### config.mk
export PLATFORM = sky130hd
export DESIGN_NAME = payload_rd_arbiter
export DESIGN_NICKNAME = d
export VERILOG_FILES = /design/src/rtl/payload_rd_arbiter.sv
export SDC_FILE = /design/constraint.sdc
export NUM_CORES = 1
export LEC_CHECK = 0
export BUFFER_PORTS_ARGS = -buffer_cell sky130_fd_sc_hd__buf_2
export CAP_MARGIN = 10
export CORE_UTILIZATION = 34
export DETAILED_ROUTE_END_ITERATION = 12
export MAX_ROUTING_LAYER = met4
export PLACE_DENSITY = 0.86
export SYNTH_ARGS = -nofsm -noshare
export SYNTH_HDL_FRONTEND = slang
export SYNTH_SLANG_ARGS = --single-unit
### constraint.sdc
create_clock -name clk -period 2.2 [get_ports clk]
set_clock_uncertainty 0.05 [all_clocks]
set_input_delay 0.11 -clock clk [delete_from_list [all_inputs] [get_ports clk]]
set_output_delay 0.11 -clock clk [all_outputs]
set_load 0.01 [all_outputs]
### src/rtl/payload_rd_arbiter.sv
// Round-robin front end that shares the PayloadBuffer read port among NUM_CH clients,
// one chain read at a time, with back-to-back chaining and a runaway-chain watchdog.
//
// state | meaning
// IDLE  | no chain active; arbitrate any pending request
// ADDR  | address phase on the read port (pb_is_first=1)
// BURST | blocks returned to the granted client until last block or watchdog
module payload_rd_arbiter #(
    parameter int NUM_CH     = 4,
    parameter int ADDR_W     = 10,
    parameter int DATA_W     = 64,
    parameter int BCNT_W     = 4,
    parameter int MAX_BLOCKS = 256
) (
    input  logic                       clk,
    input  logic                       reset_n,
    input  logic [NUM_CH-1:0]          ch_req_valid,
    input  logic [NUM_CH*ADDR_W-1:0]   ch_req_address,
    input  logic [NUM_CH-1:0]          ch_req_destructive,
    output logic [NUM_CH-1:0]          ch_req_ready,
    output logic [NUM_CH-1:0]          ch_rsp_valid,
    output logic [DATA_W-1:0]          rsp_data,
    output logic [BCNT_W-1:0]          rsp_byte_count,
    output logic                       rsp_is_last,
    output logic                       rsp_error,
    output logic                       pb_enable,
    output logic                       pb_is_first,
    output logic [ADDR_W-1:0]          pb_address,
    output logic                       pb_is_destructive,
    input  logic                       pb_valid,
    input  logic [DATA_W-1:0]          pb_data,
    input  logic [BCNT_W-1:0]          pb_byte_count,
    input  logic                       pb_is_last
);

    localparam int CH_W  = (NUM_CH > 1) ? $clog2(NUM_CH) : 1;
    localparam int CNT_W = $clog2(MAX_BLOCKS + 1);

    typedef enum logic [1:0] {S_IDLE, S_ADDR, S_BURST} state_t;

    state_t             state_q, state_d;
    logic [CH_W-1:0]    grant_q;
    logic [CH_W-1:0]    rr_ptr_q;
    logic [ADDR_W-1:0]  addr_q;
    logic               destr_q;
    logic [CNT_W-1:0]   blk_cnt_q;
    logic               pb_enable_q;
    logic               pb_is_first_q;

    logic               in_burst;
    logic               blk_valid;
    logic               wd_hit;
    logic               chain_end;
    logic [CH_W-1:0]    arb_base;
    logic               arb_found;
    logic [CH_W-1:0]    arb_idx;
    logic               do_grant;
    logic [ADDR_W-1:0]  sel_addr;

    assign in_burst  = (state_q == S_BURST);
    assign blk_valid = in_burst && pb_valid;
    assign wd_hit    = !pb_is_last && (blk_cnt_q == CNT_W'(MAX_BLOCKS - 1));
    assign chain_end = blk_valid && (pb_is_last || wd_hit);

    // At end of chain the pointer is about to become grant_q, so search from there already.
    assign arb_base = in_burst ? grant_q : rr_ptr_q;

    always_comb begin
        arb_found = 1'b0;
        arb_idx   = '0;
        for (int k = 1; k <= NUM_CH; k++) begin
            int unsigned cand;
            cand = (int'(arb_base) + k) % NUM_CH;
            if (!arb_found && ch_req_valid[CH_W'(cand)]) begin
                arb_found = 1'b1;
                arb_idx   = CH_W'(cand);
            end
        end
    end

    assign do_grant = arb_found && ((state_q == S_IDLE) || chain_end);
    assign sel_addr = ch_req_address[arb_idx*ADDR_W +: ADDR_W];

    always_comb begin
        state_d      = state_q;
        ch_req_ready = '0;
        if (do_grant) begin
            ch_req_ready[arb_idx] = 1'b1;
        end
        case (state_q)
            S_IDLE:  if (arb_found) state_d = S_ADDR;
            S_ADDR:  state_d = S_BURST;
            S_BURST: if (chain_end) state_d = arb_found ? S_ADDR : S_IDLE;
            default: state_d = S_IDLE;
        endcase
    end

    always_ff @(posedge clk or negedge reset_n) begin
        if (!reset_n) begin
            state_q       <= S_IDLE;
            grant_q       <= '0;
            rr_ptr_q      <= CH_W'(NUM_CH - 1);
            addr_q        <= '0;
            destr_q       <= 1'b0;
            blk_cnt_q     <= '0;
            pb_enable_q   <= 1'b0;
            pb_is_first_q <= 1'b0;
        end else begin
            state_q       <= state_d;
            pb_enable_q   <= (state_d != S_IDLE);
            pb_is_first_q <= (state_d == S_ADDR);
            if (do_grant) begin
                grant_q <= arb_idx;
                addr_q  <= sel_addr;
                destr_q <= ch_req_destructive[arb_idx];
            end
            if (chain_end) begin
                rr_ptr_q <= grant_q;
            end
            if (state_q == S_ADDR) begin
                blk_cnt_q <= '0;
            end else if (blk_valid) begin
                blk_cnt_q <= blk_cnt_q + 1'b1;
            end
        end
    end

    always_comb begin
        ch_rsp_valid          = '0;
        ch_rsp_valid[grant_q] = blk_valid;
    end

    assign rsp_data          = in_burst ? pb_data : '0;
    assign rsp_byte_count    = in_burst ? pb_byte_count : '0;
    assign rsp_is_last       = in_burst && pb_is_last;
    assign rsp_error         = blk_valid && wd_hit;
    assign pb_enable         = pb_enable_q;
    assign pb_is_first       = pb_is_first_q;
    assign pb_address        = addr_q;
    assign pb_is_destructive = destr_q;

endmodule

==> results.txt, run 1 <==
DRC violations left = 15
Setup crit end kind = output pin
clock buffer depth = 2
Design Area, Final = 0.00386 mm2
Min-Delay Path Depth = 2
Critical Path Slowest Stage Cell = dfrtp_2
die footprint = 0.00716 mm2
slowest stage delay, CP = 0.45 ns
clock-pin slew on the worst setup and hold paths = 0.10 ns
worst skew pair latency = 0.28 ns
async set or reset register ratio after synthesis = 1.00
synthesis-to-finish area growth = 66.5%
via count = 3115
max_slew headroom = 0.559
Via-to-Cell Ratio = 5.20
PortBufs = 210
CP most frequent cell = buf_6
first-pass GRT wire length = 14.9 mm
vias in the first global route = 2807
EDFF count, synth = 0
Seq cells post-synth = 28
fin crit share = 1.06
startpoint types = flop
Syn. warnings = 0
core area = 0.00646 mm2
RSZ-0062 raised after global routing = true
Unique masters post-synth = 44
Post-Syn Area = 0.00232 mm2
nets@finish = 645
number of top-level pins = 211
DRT iter0 DRCs = 198
initial core utilization = 0.359
CTS H-Tree Depth = 1
drt pass-1 iters = 9
CTS root buf = clkbuf_8
critical path type = flop to output pin
Synth top area share = 0.280
Min-Delay Endpoint = pb_address[1]
Critical Path RT = 2.04 ns
origin of the critical flop-to-flop path = blk_cnt_q[0]
antenna cells = 0
crit path cell chain = nor2b_4 > buf_4 > o311a_1 > mux2_4 > buf_6 > nand2_1 > and2_4 > buf_6
type of the tightest min-delay check = primary input to flop
post-synthesis sequential area ratio = 0.303
routed length per placed instance = 17.2 um
initial antenna violation count = 0
min-delay src = ch_req_address[1]
hpwl dp = 8.05 mm
run status = complete, but fails checks
Synth Flop Type = dfrtp_1
cells on worst reg2reg path = 13
post-synthesis cell count = 293
Mapped Nets = 415
Horiz. Die Dim = 84.6 um
largest net degree at the start of global routing = 46
cell taking the most area after synthesis = dfrtp_1
P per Cell Area = 1210 mW/mm2
GRT Total Usage = 0.282
failing checks = DRC, setup timing
Final Util = 0.598
Syn Area/Cell = 7.92 um2
setup ws final = -0.124 ns
worst reg2reg setup slack = -0.04 ns
Sink Count = 28
FMAX = 430 MHz
row count = 29
grt ovf = 0
cts bufs inserted = 3
routed wire length = 10.3 mm
Placed Area = 0.00352 mm2
Worst IR Drop VDD = 0.000997 V
CP max FO = 12
top post-synthesis cells by area = dfrtp_1 (28%), and2_1 (19%), nand3_1 (6.5%)
Worst Max-Slew Pin Slew = 0.661 ns
CTS tree = built
layout cells sized above 1 = 0.554
crit path DAT = 2.16 ns
die height = 84.6 um
setup violators final = 13
Post-DRT Antenna Nets = 0
Power Total = 4.66 mW
Static Leak = 2.18 nW
Max-Cap Viols = 0
Slew Viols, Final = 0
worst r2r dst = pb_address[5]
RePlAce Congestion = 0.958
Final Hold Viols = 0
Tmin final = 2.32 ns
-- routing by layer --
metal / share of wire / track usage
met2: 0.50 / 0.480
met1: 0.39 / 0.349
met4: 0.030 / 0.0817
met3: 0.080 / 0.0403
met5: 0 / -
-- layout by cell type, fill, tap and decap left out, types with 2 or more instances in the layout --
cell and n:
a21o_1 4, a21oi_1 3, a31oi_1 10, and2_1 70
and2_4 2, and3_4 4, buf_2 206, buf_4 29
buf_6 7, buf_8 2, clkbuf_8 4, dfrtp_1 25
dfstp_2 2, inv_1 15, inv_2 2, mux2_4 2
nand2_1 17, nand2_4 2, nand2b_1 3, nand3_1 22
nand3_2 7, nor2_1 19, nor2b_4 2, nor3b_1 2
o211a_1 10, o21ai_0 18, o21ai_1 3, o21ai_2 2
xor2_1 2
-- sequential cells by signal (all words and copies together), names as in the netlist --
name	flops
pb_address	10
blk_cnt_q	9
grant_q	2
rr_ptr_q	2
state_q	2
pb_enable	1
pb_is_destructive	1
pb_is_first	1
-- critical path, delay by kind of cell (launching register included) --
kind	cells	cell delay, ns
buffers and inverters	3	0.41
AND/OR/NAND/NOR	3	0.39
AO/OA/AOI/OAI	1	0.33
flip-flops	1	0.45
multiplexers	1	0.30
-- synth_stat cells, drive strengths merged (2+ instances only) --
| library cell | n |
|---|---|
| o21ai | 24 |
| nand2 | 20 |
| nor2 | 20 |
| nor3b | 2 |
| and3 | 5 |
| dfrtp | 26 |
| nand3 | 30 |
| mux2i | 3 |
| a21oi | 3 |
| clkbuf | 11 |
| and2 | 72 |
| nand2b | 3 |
| dfstp | 2 |
| xor2 | 2 |
| buf | 10 |
| inv | 17 |
| nor2b | 2 |
| a21o | 4 |
| o211a | 10 |
| ha | 2 |
| a31oi | 11 |
| mux2 | 3 |
-- per-stage QoR --
| step | setup WS (ns) | hold WS, ns | cells | setup TNS [ns] |
|---|---|---|---|---|
| after floorplan | 0.00399 | -0.236 | 293 | 0 |
| final | -0.124 | 0.0227 | 599 | -0.605 |
| after global routing | -0.203 | 0.0323 | 599 | -1.89 |
| after global placement | 0.00750 | 0.119 | 582 | 0 |
| after CTS | -0.190 | 0.0222 | 595 | -1.84 |
| after detailed placement | -0.0603 | 0.129 | 582 | -0.145 |
-- cell families after synthesis --
family	Yosys count	share of synthesized area
AO/OA/AOI/OAI	57	0.177
XOR/XNOR	2	0.00755
adder cells (fa/ha/maj)	2	0.0108
buffers and inverters	38	0.0846
flip-flops	28	0.303
multiplexers	6	0.0361
AND/OR/NAND/NOR	160	0.381
-- area by class of cell --
cell class / instances / area [um2]
well taps: 77 / 96.3
fillers: 576 / 2590
repair buffers: 246 / 1390
multi-input cells: 227 / 1560
inverters: 17 / 63.8
clock buffers: 4 / 55.1
flip-flops and latches: 28 / 704
-- worst max-delay path by stage --
stage | slack [ns] | from | end
2_1_floorplan | 0.004 | blk_cnt_q[0] | pb_address[9]
3_3_place_gp | 0.007 | blk_cnt_q[5] | pb_address[9]
3_5_place_dp | -0.06 | blk_cnt_q[5] | pb_address[9]
4_1_cts | -0.19 | blk_cnt_q[1] | ch_req_ready[2]
5_1_grt | -0.20 | blk_cnt_q[0] | ch_req_ready[3]
6_report | -0.12 | state_q[1] | ch_req_ready[3]
-- power by group --
part / leakage [nW] / switching [mW] / internal [mW]
Sequential: 0.338 / 0.155 / 0.726
Clock: 0.0288 / 0.166 / 0.161
Combinational: 1.82 / 1.83 / 1.62
Total: 2.18 / 2.15 / 2.51
-- what timing repair did --
item | in CTS | in global routing
buffers inserted | 8 | 5
setup endpoints to repair | 26 | 33
pin swaps | 6 | 11
hold buffers | 1 | 0
gates resized for setup | 24 | 16
hold endpoints to repair | 26 | 0
Power figures use the tool's default switching activity.
==> run 2: changes to the inputs <==
- CORE_AREA: not set -> 2 2 82 84
- CORE_UTILIZATION: 34 -> not set
- DIE_AREA: not set -> 0 0 84 86
- PLACE_DENSITY: 0.86 -> 0.88
- clock period: 2.2 -> 2.7 ns (I/O delays scaled with it)
==> results.txt, run 2 (synthesized netlist as in run 1, its figures left out) <==
Post-DRT Antenna Nets = 0 (unchanged)
worst r2r dst = pb_address[9]
Placed Cells = 563 (-3.3%)
slowest stage delay, CP = 0.48 ns (+0.03 ns)
Critical Path Slowest Stage Cell = dfrtp_1
worst reg2reg setup slack = 0.36 ns (+0.40 ns)
crit path DAT = 2.39 ns (+0.23 ns)
critical path's top delay family = multiplexers
routed length per placed instance = 15.5 um (-9.7%)
type of the tightest min-delay check = primary input to flop
die height = 86 um (+1.6%)
FMAX = 388 MHz
nets@finish = 624 (-3.3%)
critical path type = flop to output pin
CTS tree = built
pre-CTS setup slack = 0.0849 ns (+0.145 ns)
CTS root buf = clkbuf_8
core area = 0.00628 mm2 (-2.8%)
clock-pin slew on the worst setup and hold paths = 0.10 ns (about the same)
GRT Total Usage = 0.237 (-0.0451)
drt pass-1 iters = 4 (-5)
crit path cell chain = nor2b_4 > mux2i_4 > mux2_4 > o21ai_2 > and2_1 > buf_2
Worst IR Drop VDD = 0.000471 V (-53%)
PortBufs = 210 (unchanged)
number of flip-flops in the largest register = 10 (unchanged)
RSZ-0062 raised after global routing = false
P per Cell Area = 936 mW/mm2 (-22%)
Power Total = 3.30 mW (-29%)
via count = 2941 (-5.6%)
worst skew pair latency = 0.28 ns (about the same)
vias in the first global route = 2794 (-0.46%)
number of top-level pins = 211 (unchanged)
most common cell after layout, fill and taps aside = buf_2
post-route insts no fill = 578 (-3.5%)
CP max FO = 13 (+1)
Final Hold Viols = 0 (unchanged)
stages on the worst setup path = 6 (-2)
leading cell types in the layout, fill and taps excluded = buf_2 (210), and2_1 (72), nand3_1 (30)
clock buffer depth = 2 (unchanged)
setup ws final = 0.124 ns (+0.248 ns)
RePlAce Congestion = 0.968 (+1.0%)
CTS H-Tree Depth = 1 (unchanged)
setup violators final = 0 (-13)
Max-Cap Viols = 0 (unchanged)
Slew Viols, Final = 0 (unchanged)
initial core utilization = 0.370 (+0.0104)
max_slew headroom = 0.554 (-0.00529)
first-pass GRT wire length = 13.4 mm (-10%)
worst path bufs/invs = 1 (-2)
layout cells sized above 1 = 0.491 (-0.0626)
critical path launch point = state_q[0]
die footprint = 0.00722 mm2 (+0.89%)
DRC violations left = 0 (-15)
largest net degree at the start of global routing = 52 (+13%)
origin of the critical flop-to-flop path = blk_cnt_q[0]
Min-Delay Path Depth = 2 (unchanged)
routed wire length = 8.98 mm (-13%)
Min Hold Slack = 0.0472 ns (+0.0245 ns)
cts bufs inserted = 3 (unchanged)
setup TNS = 0 ns (+0.605 ns)
Via-to-Cell Ratio = 5.09 (-2.2%)
DRT iter0 DRCs = 235 (+19%)
hpwl dp = 7.18 mm (-11%)
startpoint types = flop
Horiz. Die Dim = 84 um (-0.73%)
synthesis-to-finish area growth = 51.9%
Critical Path RT = 2.52 ns (+0.48 ns)
antenna cells = 0 (unchanged)
run status = complete, no violations
Static Leak = 2.05 nW (-6.0%)
grt ovf = 0 (unchanged)
Sink Count = 28 (unchanged)
Setup crit end kind = output pin
row count = 29 (unchanged)
cells on worst reg2reg path = 11 (-2)
Tmin final = 2.58 ns
initial antenna violation count = 0 (unchanged)
Worst Max-Slew Pin Slew = 0.669 ns (+0.00794 ns)
fin crit share = 0.954
worst setup path end = ch_req_ready[1]
[run 2: where the power goes]
part	leakage (nW)	internal, mW	switching (mW)
logic	1.69	1.03	1.27
clock network	0.0288	0.131	0.138
registers	0.339	0.590	0.147
total	2.05	1.75	1.55
[run 2: routing by layer]
metal	share of wire	wire length, um	vias up	track usage
met5	0	0	-	-
met4	0.017	157	0	0.0689
met3	0.080	719	16	0.0298
met2	0.48	4310	190	0.379
met1	0.42	3790	1333	0.318
li1	-	-	1402	-
[run 2: timing repair]
action / 4_1_cts / 5_1_grt
buffers inserted: 4 / 6
resized for setup: 2 / 3
endpoints found under the hold margin: 26 / 0
pin swaps: 1 / 0
setup endpoints to repair: 4 / 4
hold buffers: 1 / 0
[run 2: layout make-up]
type / instances / area (um2)
Clock buffer: 4 / 55.1
Inverter: 17 / 63.8
Multi-Input combinational cell: 227 / 1440
Tap cell: 77 / 96.3
Timing Repair Buffer: 225 / 1170
Sequential cell: 28 / 703
Fill cell: 579 / 2750
[run 2: worst min path at each step]
stage,startpoint,to,slack [ns]
global route,ch_req_address[5],pb_address[5],0.04
detailed placement,reset_n,blk_cnt_q[5],0.15
floorplan,reset_n,blk_cnt_q[0],-0.21
global placement,reset_n,blk_cnt_q[4],0.13
finish,ch_req_address[4],pb_address[4],0.05
CTS,ch_req_address[4],pb_address[4],0.05
[run 2: through the flow]
step                 util  instance area (um2)
floorplan               -                 2320
global placement    0.537                 3370
global route        0.561                 3520
finish              0.561                 3520
detailed placement  0.537                 3370
CTS                 0.553                 3470
==> run 3: changes to the inputs <==
- ABC_AREA: not set -> 1
- CORE_AREA: 2 2 82 84 -> not set
- CORE_MARGIN: not set -> 2
- CORE_UTILIZATION: not set -> 40
- DIE_AREA: 0 0 84 86 -> not set
- PLACE_DENSITY: 0.88 -> 0.9
==> results.txt, run 3 <==
run status = complete, no violations
routed length on met1 = 3.61 mm (-4.9%)
Critical Path RT = 2.52 ns (about the same)
critical path type = flop to output pin
Max-Cap Viols = 0 (unchanged)
GRT Total Usage = 0.238 (+0.000531)
number of top-level pins = 211 (unchanged)
routed length per placed instance = 12.1 um (-22%)
Setup crit end kind = output pin
initial core utilization = 0.418 (+0.0483)
Syn Area/Cell = 5.55 um2 (-30%)
top post-synthesis cells by area = dfrtp_1 (24%), inv_1 (19%), nand2_1 (15%)
CP max FO = 6 (-7)
Post-DRT Antenna Nets = 0 (unchanged)
DRT iter0 DRCs = 136 (-42%)
count leader, synth = inv_1
Synth Flop Type = dfrtp_1
async set or reset register ratio after synthesis = 1.00 (unchanged)
fin crit share = 0.979 (+0.0249)
clock-pin slew on the worst setup and hold paths = 0.10 ns (about the same)
Min-Delay Path Depth = 7 (+5)
WL met3 = 819 um (+14%)
largest net degree at the start of global routing = 38 (-27%)
synth cell count leaders = inv_1 (134), nand2_1 (106), nor2_1 (86)
hpwl dp = 7.42 mm (+3.4%)
cts bufs inserted = 3 (unchanged)
Syn. warnings = 0 (unchanged)
number of flip-flops in the largest register = 10 (unchanged)
Worst IR Drop VDD = 0.00119 V (+150%)
PortBufs = 210 (unchanged)
post-synthesis sequential area ratio = 0.262 (-0.0411)
vias in the first global route = 3238 (+16%)
nets@finish = 829 (+33%)
Design Area, Final = 0.00410 mm2 (+16%)
Sink Count = 28 (unchanged)
Min Hold Slack = 0.201 ns (+0.153 ns)
DRC violations left = 0 (unchanged)
setup violators final = 0 (unchanged)
EDFF count, synth = 0 (unchanged)
FMAX = 378 MHz (-2.5%)
combinational share of power = 0.799 (+0.104)
clock group share of total power = 0.061 (-0.020)
type of the tightest min-delay check = primary input to flop
P per Cell Area = 1300 mW/mm2 (+39%)
Tmin final = 2.64 ns (+0.0672 ns)
crit path DAT = 2.46 ns (+0.07 ns)
Mapped Nets = 606 (+46%)
die footprint = 0.00738 mm2 (+2.2%)
Slew Viols, Final = 0 (unchanged)
Critical Path Slowest Stage Cell = dfrtp_1
routed wire length = 9.48 mm (+5.5%)
first-pass GRT wire length = 14.1 mm (+5.2%)
Via-to-Cell Ratio = 4.71 (-7.4%)
Worst Max-Slew Pin Slew = 0.593 ns (-0.0766 ns)
CTS tree = built
drt pass-1 iters = 5 (+1)
Placed Area = 0.00377 mm2 (+12%)
cell taking the most area after synthesis = dfrtp_1
leading cell types in the layout, fill and taps excluded = buf_2 (210), inv_1 (133), nand2_1 (102)
CTS H-Tree Depth = 1 (unchanged)
max_slew headroom = 0.605 (+0.0511)
synthesis-to-finish area growth = 52.5%
initial antenna violation count = 0 (unchanged)
worst path bufs/invs = 3 (+2)
Sw Share = 0.540 (+0.0695)
Horiz. Die Dim = 85.9 um (+2.3%)
CTS root buf = clkbuf_8
grt ovf = 0 (unchanged)
stages on the worst setup path = 15 (+9)
via count = 3689 (+25%)
RSZ-0062 raised after global routing = true
worst skew pair latency = 0.28 ns (about the same)
slowest stage delay, CP = 0.41 ns (-0.07 ns)
most common cell after layout, fill and taps aside = buf_2
met2 wire length = 4.72 mm (+9.6%)
Unique masters post-synth = 28 (-36%)
Final Hold Viols = 0 (unchanged)
layout cells sized above 1 = 0.405 (-0.0859)
Post-Syn Area = 0.00269 mm2 (+16%)
RePlAce Congestion = 0.923 (-4.7%)
design internal power = 2.45 mW (+40%)
post-synthesis cell count = 484 (+65%)
register share of total power = 0.139 (-0.084)
die height = 85.9 um (about the same)
Final Util = 0.638 (+0.0761)
critical path's top delay family = simple AND/OR/NAND/NOR gates
crit path cell chain = ha_2 > nand2_2 > nor2_2 > inv_1 > nor2_2 > nand3_1 > nor2_1 > ha_2 > inv_2 > a21oi_4 > nor2_4 > nor2_4 > nand3_2 > nor2_1 > buf_2
startpoint types = flop
core area = 0.00642 mm2 (+2.3%)
max layer used = met4
row count = 29 (unchanged)
Synth top area share = 0.242 (-0.0380)
antenna cells = 0 (unchanged)
Static Leak = 2.85 nW (+39%)
cells on worst reg2reg path = 16 (+5)
P_sw = 2.88 mW (+85%)
Seq cells post-synth = 28 (unchanged)
setup TNS = 0 ns (unchanged)
clock buffer depth = 2 (unchanged)
[run 3: changes by cell type in the layout (fill, tap and decap cells not counted), moves of 12 or more]
cell and delta:
inv_1 +116, nand2_1 +84, and2_1 -72, nor2_1 +60
nand3_1 +24, buf_4 +12
[run 3: final cells by class]
type	count	area, um2
Fill cell	563	2330
Multi-Input combinational cell	296	1420
Timing Repair Buffer	238	1270
Sequential cell	28	706
Inverter	140	531
Tap cell	77	96.3
Clock buffer	3	41.3
Clock inverter	1	30.0
[run 3: worst reg2reg max path, stage by stage (launching register included)]
cell	delay (ns)
dfrtp_2	0.45
inv_1	0.14
nand3_1	0.14
nand2_4	0.14
nand2_1	0.06
nand2_1	0.10
nand2_1	0.08
nand2_2	0.09
nand4_1	0.21
nor2_2	0.21
nor2_4	0.09
buf_4	0.14
buf_4	0.13
nand3_1	0.11
nand2_1	0.08
nand2_1	0.06
nand2_1	0.04
[run 3: cells by family (layout without fill, tap and decap cells)]
| group | Yosys count | count (layout) | synth area share |
|---|---|---|---|
| DFF | 28 | 28 | 0.262 |
| AOI/OAI and AO/OA | 21 | 21 | 0.0461 |
| adders and majority gates | 2 | 2 | 0.00932 |
| and+or+nand+nor | 273 | 273 | 0.441 |
| buffers and inverters | 160 | 382 | 0.241 |
[run 3: metal layers]
layer / vias up / GRT usage
met5: - / -
li1: 1840 / -
met2: 192 / 0.426
met3: 30 / 0.0375
met4: 0 / 0.0895
met1: 1627 / 0.264
[run 3: final timing paths]
kind                                    start  slack, ns              end
max reg2reg                        grant_q[0]       0.28    pb_address[8]
max                              blk_cnt_q[0]       0.06  ch_req_ready[1]
min reg2reg                     pb_address[5]       0.45    pb_address[5]
max in group asynchronous             reset_n       1.84       state_q[1]
min                        ch_req_address[25]       0.20    pb_address[5]
min in group asynchronous             reset_n       0.33    pb_address[6]
[run 3: what timing repair did]
item / CTS / global route
setup endpoints to repair: 4 / 8
gates resized for setup: 4 / 25
buffers inserted: 2 / 17
endpoints found under the hold margin: 26 / 0
pin swaps: 1 / 8
hold buffers: 1 / 0
[run 3: power groups by stage]
stage | registers, mW | logic (mW) | clock network (mW)
after floorplan | 0.735 | 2.63 | 0
after global placement | 0.727 | 3.46 | 0
after detailed placement | 0.731 | 3.54 | 0
after CTS | 0.729 | 3.65 | 0.327
after global routing | 0.760 | 4.68 | 0.350
final | 0.743 | 4.26 | 0.326
[run 3: metrics by stage]
stage / instances / total power [mW] / worst slack (ns)
4_1_cts: 766 / 4.71 / -0.0104
2_1_floorplan: 484 / 3.37 / 0.369
6_report: 783 / 5.33 / 0.0565
3_5_place_dp: 759 / 4.27 / 0.132
3_3_place_gp: 759 / 4.19 / 0.245
5_1_grt: 783 / 5.79 / -0.105
